--- config.mk ---
export PLATFORM = sky130hd
export DESIGN_NAME = memory_access_unit
export DESIGN_NICKNAME = d
export VERILOG_FILES = /design/src/rtl/memory_access_unit.sv
export SDC_FILE = /design/constraint.sdc
export NUM_CORES = 1
export LEC_CHECK = 0
export ABC_AREA = 1
export CAP_MARGIN = 15
export CELL_PAD_IN_SITES_DETAIL_PLACEMENT = 0
export CELL_PAD_IN_SITES_GLOBAL_PLACEMENT = 1
export CORE_UTILIZATION = 40
export CTS_BUF_LIST = sky130_fd_sc_hd__clkbuf_4 sky130_fd_sc_hd__clkbuf_8
export CTS_CLUSTER_SIZE = 8
export DETAILED_ROUTE_END_ITERATION = 8
export PLACE_DENSITY = 0.89
export REMOVE_ABC_BUFFERS = 1
export SLEW_MARGIN = 0
export SYNTH_ARGS = -nofsm -noshare
export SYNTH_HDL_FRONTEND = slang
export SYNTH_SLANG_ARGS = --single-unit
--- constraint.sdc ---
create_clock -name clock -period 5.88 [get_ports clock]
set_clock_uncertainty 0.05 [all_clocks]
set_input_delay 0.588 -clock clock [delete_from_list [all_inputs] [get_ports clock]]
set_output_delay 0.588 -clock clock [all_outputs]
set_load 0.02 [all_outputs]
--- src/rtl/memory_access_unit.sv ---
// Byte-serial sequencer turning one 1/2/4-byte request into a run of single-byte
// accesses on an 8-bit synchronous memory, little-endian, with start/busy/done.
module memory_access_unit #(
    parameter int ADDR_W = 16,
    parameter int DATA_W = 32
) (
    input  logic              clock,
    input  logic              reset,
    input  logic              start,
    input  logic              write,
    input  logic [1:0]        size,
    input  logic [ADDR_W-1:0] address,
    input  logic [DATA_W-1:0] wdata,
    input  logic [7:0]        mem_rdata,
    output logic [ADDR_W-1:0] mem_addr,
    output logic [7:0]        mem_wdata,
    output logic              mem_cs,
    output logic              mem_we,
    output logic [DATA_W-1:0] rdata,
    output logic              busy,
    output logic              done,
    output logic              err,
    output logic [1:0]        dbg_state
);

    localparam int NB = DATA_W / 8;
    localparam int CW = (NB > 1) ? $clog2(NB) : 1;

    typedef enum logic [1:0] {
        IDLE    = 2'd0,
        ACCESS  = 2'd1,
        CAPTURE = 2'd2,
        DONE    = 2'd3
    } state_t;

    // Handshake: start is a strobe honoured only in IDLE; each accepted request
    // yields exactly one done pulse, each illegal-size request one err pulse.
    state_t            state, state_next;
    logic [CW-1:0]     cnt, n_last, cap_idx;
    logic [ADDR_W-1:0] base_q;
    logic [DATA_W-1:0] wdata_q, rdata_q;
    logic              write_q, err_q;
    logic              accept, reject, last_byte;

    always_comb begin
        accept    = (state == IDLE) && start && (size != 2'b11);
        reject    = (state == IDLE) && start && (size == 2'b11);
        last_byte = (cnt == n_last);
        cap_idx   = cnt - CW'(1);
    end

    always_ff @(posedge clock or posedge reset) begin
        if (reset) state <= IDLE;
        else       state <= state_next;
    end

    always_comb begin
        state_next = state;
        case (state)
            IDLE:    if (accept) state_next = ACCESS;
            ACCESS:  if (last_byte) state_next = write_q ? DONE : CAPTURE;
            CAPTURE: state_next = DONE;
            DONE:    state_next = IDLE;
            default: state_next = IDLE;
        endcase
    end

    // Memory read data lags the address by one cycle, so the byte captured in
    // each ACCESS cycle belongs to the previous address; CAPTURE takes the last.
    always_ff @(posedge clock or posedge reset) begin
        if (reset) begin
            cnt     <= '0;
            n_last  <= '0;
            base_q  <= '0;
            wdata_q <= '0;
            rdata_q <= '0;
            write_q <= 1'b0;
            err_q   <= 1'b0;
        end else begin
            err_q <= reject;
            case (state)
                IDLE: begin
                    if (accept) begin
                        base_q  <= address;
                        wdata_q <= wdata;
                        write_q <= write;
                        cnt     <= '0;
                        case (size)
                            2'b00:   n_last <= CW'(0);
                            2'b01:   n_last <= CW'(1);
                            default: n_last <= CW'(3);
                        endcase
                        if (!write) rdata_q <= '0;
                    end
                end
                ACCESS: begin
                    cnt <= cnt + CW'(1);
                    if (!write_q && (cnt != '0)) rdata_q[8*cap_idx +: 8] <= mem_rdata;
                end
                CAPTURE: rdata_q[8*n_last +: 8] <= mem_rdata;
                default: ;
            endcase
        end
    end

    always_comb begin
        mem_cs    = (state == ACCESS);
        mem_we    = mem_cs && write_q;
        mem_addr  = mem_cs ? (base_q + ADDR_W'(cnt)) : '0;
        mem_wdata = mem_we ? wdata_q[8*cnt +: 8] : 8'h00;
        busy      = (state == ACCESS) || (state == CAPTURE);
        done      = (state == DONE);
        err       = err_q;
        rdata     = rdata_q;
        dbg_state = state;
    end

endmodule
==> flow_metrics.tcl, run 1 <==
set metrics [dict create \
    ff2ff_setup_slack_ns 2.55 \
    yosys_register_bits 88 \
    ys.flop_type "dfrtp_1" \
    grt_first_pass_wirelength_um 24970 \
    fin_setup_tns_ns 0 \
    die_area_mm2 0.01428 \
    reg2reg_depth 7 \
    vdd_drop_max_mv 0.2852 \
    rsz0062_at_grt "false" \
    place_inst 1061 \
    finalPower_uw 3551 \
    maxSlewHeadroom 0.3162 \
    nFillCells 1337 \
    slowest_stage "inv_1" \
    synthDominantCellAreaShare 0.3987 \
    final_net_count 977 \
    dp_hpwl_um 10460 \
    firstDrtPassIters 5 \
    path_clk_slew_ns 0.10 \
    cp_cell_sequence "inv_1, ha_1, inv_1, nor3_1, clkdlybuf4s50_1" \
    cts_tree "done" \
    yosys_warnings 0 \
    ys_types 26 \
    grt_max_degree 80 \
    antenna_found_initial 0 \
    clk_root_buffer_cell "clkbuf_8" \
    final-setup-viol-count 0 \
    drt-initial-drc-count 315 \
    maxCapViolations 0 \
    syn_area_per_cell_um2 6.973 \
    synth.area.top_cells "dfrtp_1 (40%), nand2_1 (18%), nor2_1 (7.5%)" \
    die_height_um 119.5 \
    crit_top_cell "inv_1" \
    yosysSeqAreaShare 0.3987 \
    htree_levels 3 \
    grt.total_usage 0.2202 \
    fp-row-count 42 \
    arrival_ns 3.27 \
    drc_errors 0 \
    grt_pass1_vias 5085 \
    routed_wl_um 14860 \
    drive_gt1_frac 0.05438 \
    holdCritPathClass "primary input to async pin" \
    wl_per_cell_um 13.80 \
    final_cells 1077 \
    postCtsSetupBuffers 0 \
    hold_buffers 0 \
    die_x_um 119.5 \
    coreArea_mm2 0.01335 \
    vias_per_cell 4.914 \
    synthArstFlopShare 1.000 \
    synth_edf_count 0 \
    cts_sinks 88 \
    slowest_delay_ns 0.67 \
    clock.fmax_mhz 255.7 \
    cts_resized 0 \
    clockBufferDepth 2 \
    p_per_area_mw_per_mm2 504.2 \
    ant_nets 0 \
    antenna_cells 0 \
    gp_congestion 0.8282 \
    clk-insertion-delay-late_ns 0.39 \
    status "complete, no violations" \
    cp_max_fo 30 \
    postSynthCellCount 792 \
    syn_to_final_growth_pct 27.50 \
    worstSetupStartpointType "flip-flop" \
    numCtsBuffers 9 \
    io_buffers 124 \
    hold_viol 0 \
    num_vias 5292 \
    gr-total-overflow 0 \
    period_needed_ns 3.911 \
    slew_viol_final 0 \
    final_common_cell "nand2_1" \
    critPathCaptureType "output port" \
    yosysTopAreaCell "dfrtp_1" \
    crit_required_ns 5.24 \
    io_pins 125 \
    cellLeakagePower_uw 0.003389 \
    holdWs_ns 0.3534 \
    timing.final.crit_share 0.6652 \
    start_util 0.4138 \
    final_cell_mix "nand2_1 (272), clkdlybuf4s50_1 (124), nor2_1 (111)" \
    worst_pin_slew_ns 1.025 \
    syn-cell-area_mm2 0.005523 \
    critPathKind "flip-flop to output port" \
]
[metal layers]
layer	GRT usage	routed length, µm
met5	0	0
met1	0.2912	6942
met4	0.08281	247
met2	0.3457	6644
met3	0.05656	1025
[power by group]
group,switching (µW),internal [µW]
combinational,1290,790
clock,258,163
sequential,203,845
total,1750,1800
[synth_stat cells (2+ instances only)]
| cell type | number |
|---|---|
| a21oi_1 | 69 |
| buf_2 | 10 |
| buf_4 | 3 |
| clkbuf_1 | 20 |
| dfrtp_1 | 88 |
| ha_1 | 18 |
| inv_1 | 67 |
| mux2_2 | 24 |
| nand2_1 | 272 |
| nand3_1 | 22 |
| nand3_2 | 2 |
| nand4_1 | 5 |
| nor2_1 | 111 |
| nor3_1 | 3 |
| o211ai_1 | 7 |
| o21ai_0 | 51 |
| o21bai_1 | 10 |
| xnor2_1 | 2 |
[state kept, by name (all words and copies together), names as in the netlist]
signal and cells:
rdata 32, wdata_q 32, write_q 1, base_q 16, err 1, cnt 2
dbg_state 2, n_last 2
[path summary, 6_finish.rpt]
check	to	from
worst min register to register	rdata[28]	rdata[28]
min in group clock	rdata[28]	rdata[28]
worst max-delay path	mem_addr[3]	dbg_state[1]
worst max register to register	rdata[22]	cnt[1]
worst min-delay path	base_q[13]	reset
max in group asynchronous	rdata[9]	reset
[cell families after synthesis]
family,synth area share
adders and majority gates,0.04441
muxes,0.04894
buffers and inverters,0.07363
DFF,0.3987
AOI/OAI and AO/OA,0.1343
and+or+nand+nor,0.2968
xor gates and xnor gates,0.003172
[cell type report]
type | count | area [µm²] | share of cell area
multi-input cells | 602 | 2914 | 0.4138
well taps | 176 | 220.2 | 0.03127
clock buffers | 9 | 123.9 | 0.01759
clock inverters | 7 | 61.31 | 0.008706
flip-flops and latches | 88 | 2202 | 0.3127
repair buffers | 127 | 1264 | 0.1795
inverters | 68 | 256.5 | 0.03643
[critical path: cells and delay by family (launching register included)]
family | cells | cell delay, ns
buffers and inverters | 3 | 1.44
adders and majority gates | 1 | 0.61
DFF | 1 | 0.44
and+or+nand+nor | 1 | 0.39
[per-stage QoR]
stage                     setup slack (ns)  area (µm²)    util
after global placement               2.498        6857  0.5137
after detailed placement             2.411        6857  0.5137
final                                1.969        7042  0.5276
after global routing                 1.786        7042  0.5276
after floorplan                      2.492        5371       -
after CTS                            1.953        7042  0.5276
No activity file was read; power rests on OpenSTA's default activity.
==> inputs of run 2 (changes only) <==
--- a/config.mk
+++ b/config.mk
@@ -9,11 +9,11 @@
 export CAP_MARGIN = 15
 export CELL_PAD_IN_SITES_DETAIL_PLACEMENT = 0
 export CELL_PAD_IN_SITES_GLOBAL_PLACEMENT = 1
-export CORE_UTILIZATION = 40
+export CORE_UTILIZATION = 37
 export CTS_BUF_LIST = sky130_fd_sc_hd__clkbuf_4 sky130_fd_sc_hd__clkbuf_8
 export CTS_CLUSTER_SIZE = 8
 export DETAILED_ROUTE_END_ITERATION = 8
-export PLACE_DENSITY = 0.89
+export PLACE_DENSITY = 0.83
 export REMOVE_ABC_BUFFERS = 1
 export SLEW_MARGIN = 0
 export SYNTH_ARGS = -nofsm -noshare
==> constraint.sdc (replaced) <==
create_clock -name clock -period 3.9 [get_ports clock]
set_clock_uncertainty 0.05 [all_clocks]
set_input_delay 0.39 -clock clock [delete_from_list [all_inputs] [get_ports clock]]
set_output_delay 0.39 -clock clock [all_outputs]
set_load 0.02 [all_outputs]
==> flow_metrics.tcl, run 2 (synthesis gave the netlist of run 1 again) <==
set metrics [dict create \
    firstDrtPassIters 7 \
    final_common_cell "nand2_1" \
    die_x_um 124.2 \
    grt_first_pass_wirelength_um 25090 \
    vdd_drop_max_mv 0.3684 \
    pwr-share-clk 0.122 \
    fin_setup_tns_ns 0 \
    grt_max_degree 78 \
    clk_root_buffer_cell "clkbuf_8" \
    ff2ff_setup_slack_ns 1.01 \
    worstSetupStartpointType "flip-flop" \
    wl_per_cell_um 13.91 \
    drt-initial-drc-count 244 \
    status "complete, no violations" \
    timing.final.crit_share 0.8562 \
    grt_pass1_vias 5065 \
    maxCapViolations 0 \
    slowest_delay_ns 0.86 \
    ant_nets 0 \
    grt.total_usage 0.2122 \
    cellLeakagePower_uw 0.003412 \
    p_sw_uw 2649 \
    final_cell_mix "nand2_1 (272), clkdlybuf4s50_1 (124), nor2_1 (111)" \
    io_buffers 124 \
    gp_congestion 0.8474 \
    antenna_found_initial 0 \
    routed_wl_um 15150 \
    crit_required_ns 3.46 \
    syn_to_final_growth_pct 28.48 \
    pwr-share-seq 0.294 \
    critPathCaptureType "output port" \
    period_needed_ns 3.339 \
    coreArea_mm2 0.01453 \
    seq_area_mm2 0.002202 \
    arrival_ns 2.90 \
    intPower_uw 2741 \
    htree_levels 3 \
    maxSlewHeadroom 0.4689 \
    cp_cell_sequence "ha_1, nand3_1, nand2_1, nand2_1, nor2_1, nand2_1, nand2_1, nor2_1, clkdlybuf4s50_1" \
    cts_tree "done" \
    die_area_mm2 0.01542 \
    clockBufferDepth 2 \
    swShare 0.4915 \
    rsz0062_at_grt "false" \
    hold_buffers 0 \
    clock.fmax_mhz 299.5 \
    final_util 0.4882 \
    p_per_area_mw_per_mm2 759.5 \
    final_net_count 981 \
    path_clk_slew_ns 0.10 \
    worst_pin_slew_ns 0.7967 \
    slew_viol_final 0 \
    antenna_cells 0 \
    cp_max_fo 21 \
    postCtsSetupBuffers 0 \
    slowest_stage "dfrtp_1" \
    critPathKind "flip-flop to output port" \
    fp-row-count 44 \
    hold_viol 0 \
    num_vias 5272 \
    clk-insertion-delay-late_ns 0.38 \
    nFillCells 1527 \
    multiInputGateArea_mm2 0.002914 \
    gr-total-overflow 0 \
    dp_hpwl_um 11000 \
    comb_power_share 0.584 \
    die_height_um 124.2 \
    start_util 0.3800 \
    vias_per_cell 4.841 \
    crit_top_cell "nand2_1" \
    cts_sinks 88 \
    io_pins 125 \
    cts_resized 0 \
    holdCritPathClass "primary input to async pin" \
    numCtsBuffers 9 \
    drc_errors 0 \
    final-setup-viol-count 0 \
    drive_gt1_frac 0.05856 \
]
[run 2: power groups by stage]
| stage | clock network [µW] | registers, µW | logic [µW] |
|---|---|---|---|
| after floorplan | 0 | 1660 | 1950 |
| after global placement | 0 | 1600 | 3160 |
| after detailed placement | 0 | 1610 | 3160 |
| after CTS | 683 | 1590 | 3190 |
| after global routing | 723 | 1640 | 3560 |
| final | 658 | 1580 | 3150 |
[run 2: routing by layer]
| layer | up-vias | part of all wire | routed length (µm) | GRT usage |
|---|---|---|---|---|
| li1 | 2732 | - | - | - |
| met5 | - | 0 | 0 | 0 |
| met4 | 0 | 0.019 | 294 | 0.07664 |
| met2 | 135 | 0.45 | 6793 | 0.3370 |
| met3 | 22 | 0.063 | 961 | 0.05769 |
| met1 | 2383 | 0.47 | 7102 | 0.2751 |
[run 2: final timing paths]
kind / from / end / cells past startpoint
worst max-delay path: cnt[1] / mem_addr[15] / 9
worst min-delay path: reset / base_q[13] / 2
worst max register to register: cnt[1] / rdata[18] / 8
worst min register to register: wdata_q[7] / wdata_q[7] / 1
max in group asynchronous: reset / rdata[5] / 3
min in group clock: wdata_q[7] / wdata_q[7] / 1
[run 2: per-stage QoR]
stage	hold WS [ns]	area, µm²	setup slack [ns]	total power, µW	cells
final	0.3199	7096	0.5609	5389	1089
after global routing	0.3460	7096	0.2912	5926	1089
after CTS	0.3235	7096	0.4918	5460	1089
after detailed placement	0.4388	6897	0.9438	4772	1073
after global placement	0.4357	6897	0.9621	4762	1073
after floorplan	0.4241	5371	0.5123	3610	758
[run 2: area by class of cell]
| cell class | count | area share |
|---|---|---|
| clock buffers | 9 | 0.01746 |
| clock inverters | 7 | 0.01058 |
| inverters | 68 | 0.03615 |
| multi-input cells | 602 | 0.4107 |
| flip-flops and latches | 88 | 0.3104 |
| well taps | 184 | 0.03245 |
| repair buffers | 131 | 0.1823 |
[run 2: critical path, delay by kind of cell (launching register included)]
| family | cells | cell delay, ns |
|---|---|---|
| adders and majority gates | 1 | 0.35 |
| buffers and inverters | 1 | 0.62 |
| DFF | 1 | 0.86 |
| and+or+nand+nor | 7 | 0.68 |
==> inputs of run 3 (changes only) <==
--- a/config.mk
+++ b/config.mk
@@ -6,7 +6,6 @@
 export NUM_CORES = 1
 export LEC_CHECK = 0
 export ABC_AREA = 1
-export CAP_MARGIN = 15
 export CELL_PAD_IN_SITES_DETAIL_PLACEMENT = 0
 export CELL_PAD_IN_SITES_GLOBAL_PLACEMENT = 1
 export CORE_UTILIZATION = 37
==> constraint.sdc (replaced) <==
create_clock -name clock -period 3.9 [get_ports clock]
set_clock_uncertainty 0.05 [all_clocks]
set_input_delay 0.39 -clock clock [delete_from_list [all_inputs] [get_ports clock]]
set_output_delay 0.39 -clock clock [all_outputs]
set_load 0.05 [all_outputs]
==> flow_metrics.tcl, run 3 (synthesis gave the netlist of run 1 again) <==
set metrics [dict create \
    firstDrtPassIters 4 \
    postCtsSetupBuffers 0 \
    final_cells 1090 \
    drive_gt1_frac 0.06071 \
    routed_wl_um 15450 \
    timing.final.crit_share 0.8276 \
    syn_to_final_growth_pct 28.32 \
    final_net_count 982 \
    cp_cell_sequence "inv_1, ha_1, buf_4, inv_1, nor3_1, clkdlybuf4s50_1" \
    wl_met1_um 7274 \
    start_util 0.3800 \
    status "complete, no violations" \
    final-setup-viol-count 0 \
    dp_hpwl_um 11080 \
    maxSlewHeadroom 0.4131 \
    slowest_delay_ns 0.86 \
    slowest_stage "clkdlybuf4s50_1" \
    critPathKind "flip-flop to output port" \
    worstSetupStartpointType "flip-flop" \
    die_height_um 124.2 \
    grt_first_pass_wirelength_um 25270 \
    grt_max_degree 78 \
    clockBufferDepth 2 \
    topRoutingLayerUsed "met4" \
    holdCritPathClass "primary input to async pin" \
    critPathCaptureType "output port" \
    antenna_found_initial 0 \
    cts_tree "done" \
    antenna_cells 0 \
    final_common_cell "nand2_1" \
    wl_met3_um 1065 \
    path_clk_slew_ns 0.10 \
    io_pins 125 \
    coreArea_mm2 0.01453 \
    crit_required_ns 3.46 \
    cellLeakagePower_uw 0.003415 \
    period_needed_ns 3.228 \
    fp-row-count 44 \
    hold_viol 0 \
    grt.total_usage 0.2124 \
    worst-path-buf-inv 4 \
    gr-total-overflow 0 \
    ant_nets 0 \
    num_vias 5259 \
    numCtsBuffers 9 \
    cp_max_fo 14 \
    die_x_um 124.2 \
    fin_setup_tns_ns 0 \
    io_buffers 124 \
    hold_buffers 0 \
    vdd_drop_max_mv 0.5567 \
    drt-initial-drc-count 265 \
    rsz0062_at_grt "false" \
    wl_per_cell_um 14.17 \
    met2WireLength_um 6883 \
    clock.fmax_mhz 309.8 \
    cts_sinks 88 \
    clk-insertion-delay-late_ns 0.39 \
    slew_viol_final 0 \
    place_inst 1074 \
    cts_resized 0 \
    crit_family "buffers and inverters" \
    htree_levels 3 \
    maxCapViolations 0 \
    worst_pin_slew_ns 0.8804 \
    clk_root_buffer_cell "clkbuf_8" \
    p_per_area_mw_per_mm2 835.4 \
    crit_top_cell "inv_1" \
    final_cell_mix "nand2_1 (272), clkdlybuf4s50_1 (123), nor2_1 (111)" \
    grt_pass1_vias 5004 \
    drc_errors 0 \
    vias_per_cell 4.825 \
    die_area_mm2 0.01542 \
    arrival_ns 2.79 \
    gp_congestion 0.8413 \
]
==> run 3: worst reg2reg max path: stages (launching register included) <==
cell and delay (ns):
dfrtp_1 0.36, buf_4 0.35, inv_1 0.26, ha_1 0.25, o21ai_0 0.19, nand3_2 0.09
buf_4 0.26, nor2_4 0.62, nand2_1 0.13, nand2_1 0.09
==> run 3: worst paths after layout <==
kind                              start           to  slack, ns  cells after the start
setup / recovery           dbg_state[1]  mem_addr[3]       0.67                      6
hold reg to reg              wdata_q[6]   wdata_q[6]       0.46                      1
setup reg to reg                 cnt[0]    rdata[12]       1.20                      9
min in group clock           wdata_q[6]   wdata_q[6]       0.46                      1
hold / removal                    reset   base_q[15]       0.41                      2
max in group asynchronous         reset    base_q[1]       2.57                      3
==> run 3: final cells by class <==
class	instances	area (µm²)
tap	184	230.2
inverter	68	256.5
multi-input combinational	602	2914
sequential	88	2202
clock buffer	9	123.9
fill	1499	7447
clock inverter	7	61.31
timing repair buffer	132	1299
==> run 3: where the power goes <==
| group | switching (µW) | internal [µW] | leakage [µW] |
|---|---|---|---|
| logic | 2520 | 1210 | 0.00224 |
| clock network | 391 | 245 | 0.0000940 |
| registers | 276 | 1270 | 0.00108 |
==> run 3: per-layer routing <==
layer | track usage | up-vias
met3 | 0.05082 | 14
met4 | 0.07292 | 0
met5 | 0 | -
li1 | - | 2733
met2 | 0.3287 | 133
met1 | 0.2883 | 2379
==> run 3: per-stage QoR <==
step	total power (µW)	utilization	hold slack (ns)	cell area (µm²)	setup WS [ns]
3_3_place_gp	5303	0.4749	0.4330	6902	1.148
3_5_place_dp	5315	0.4749	0.4386	6902	1.144
2_1_floorplan	4129	-	0.4241	5371	0.1999
6_report	5920	0.4876	0.4121	7087	0.6722
5_1_grt	6416	0.4876	0.4704	7087	0.5300
4_1_cts	5974	0.4876	0.4329	7087	0.6807
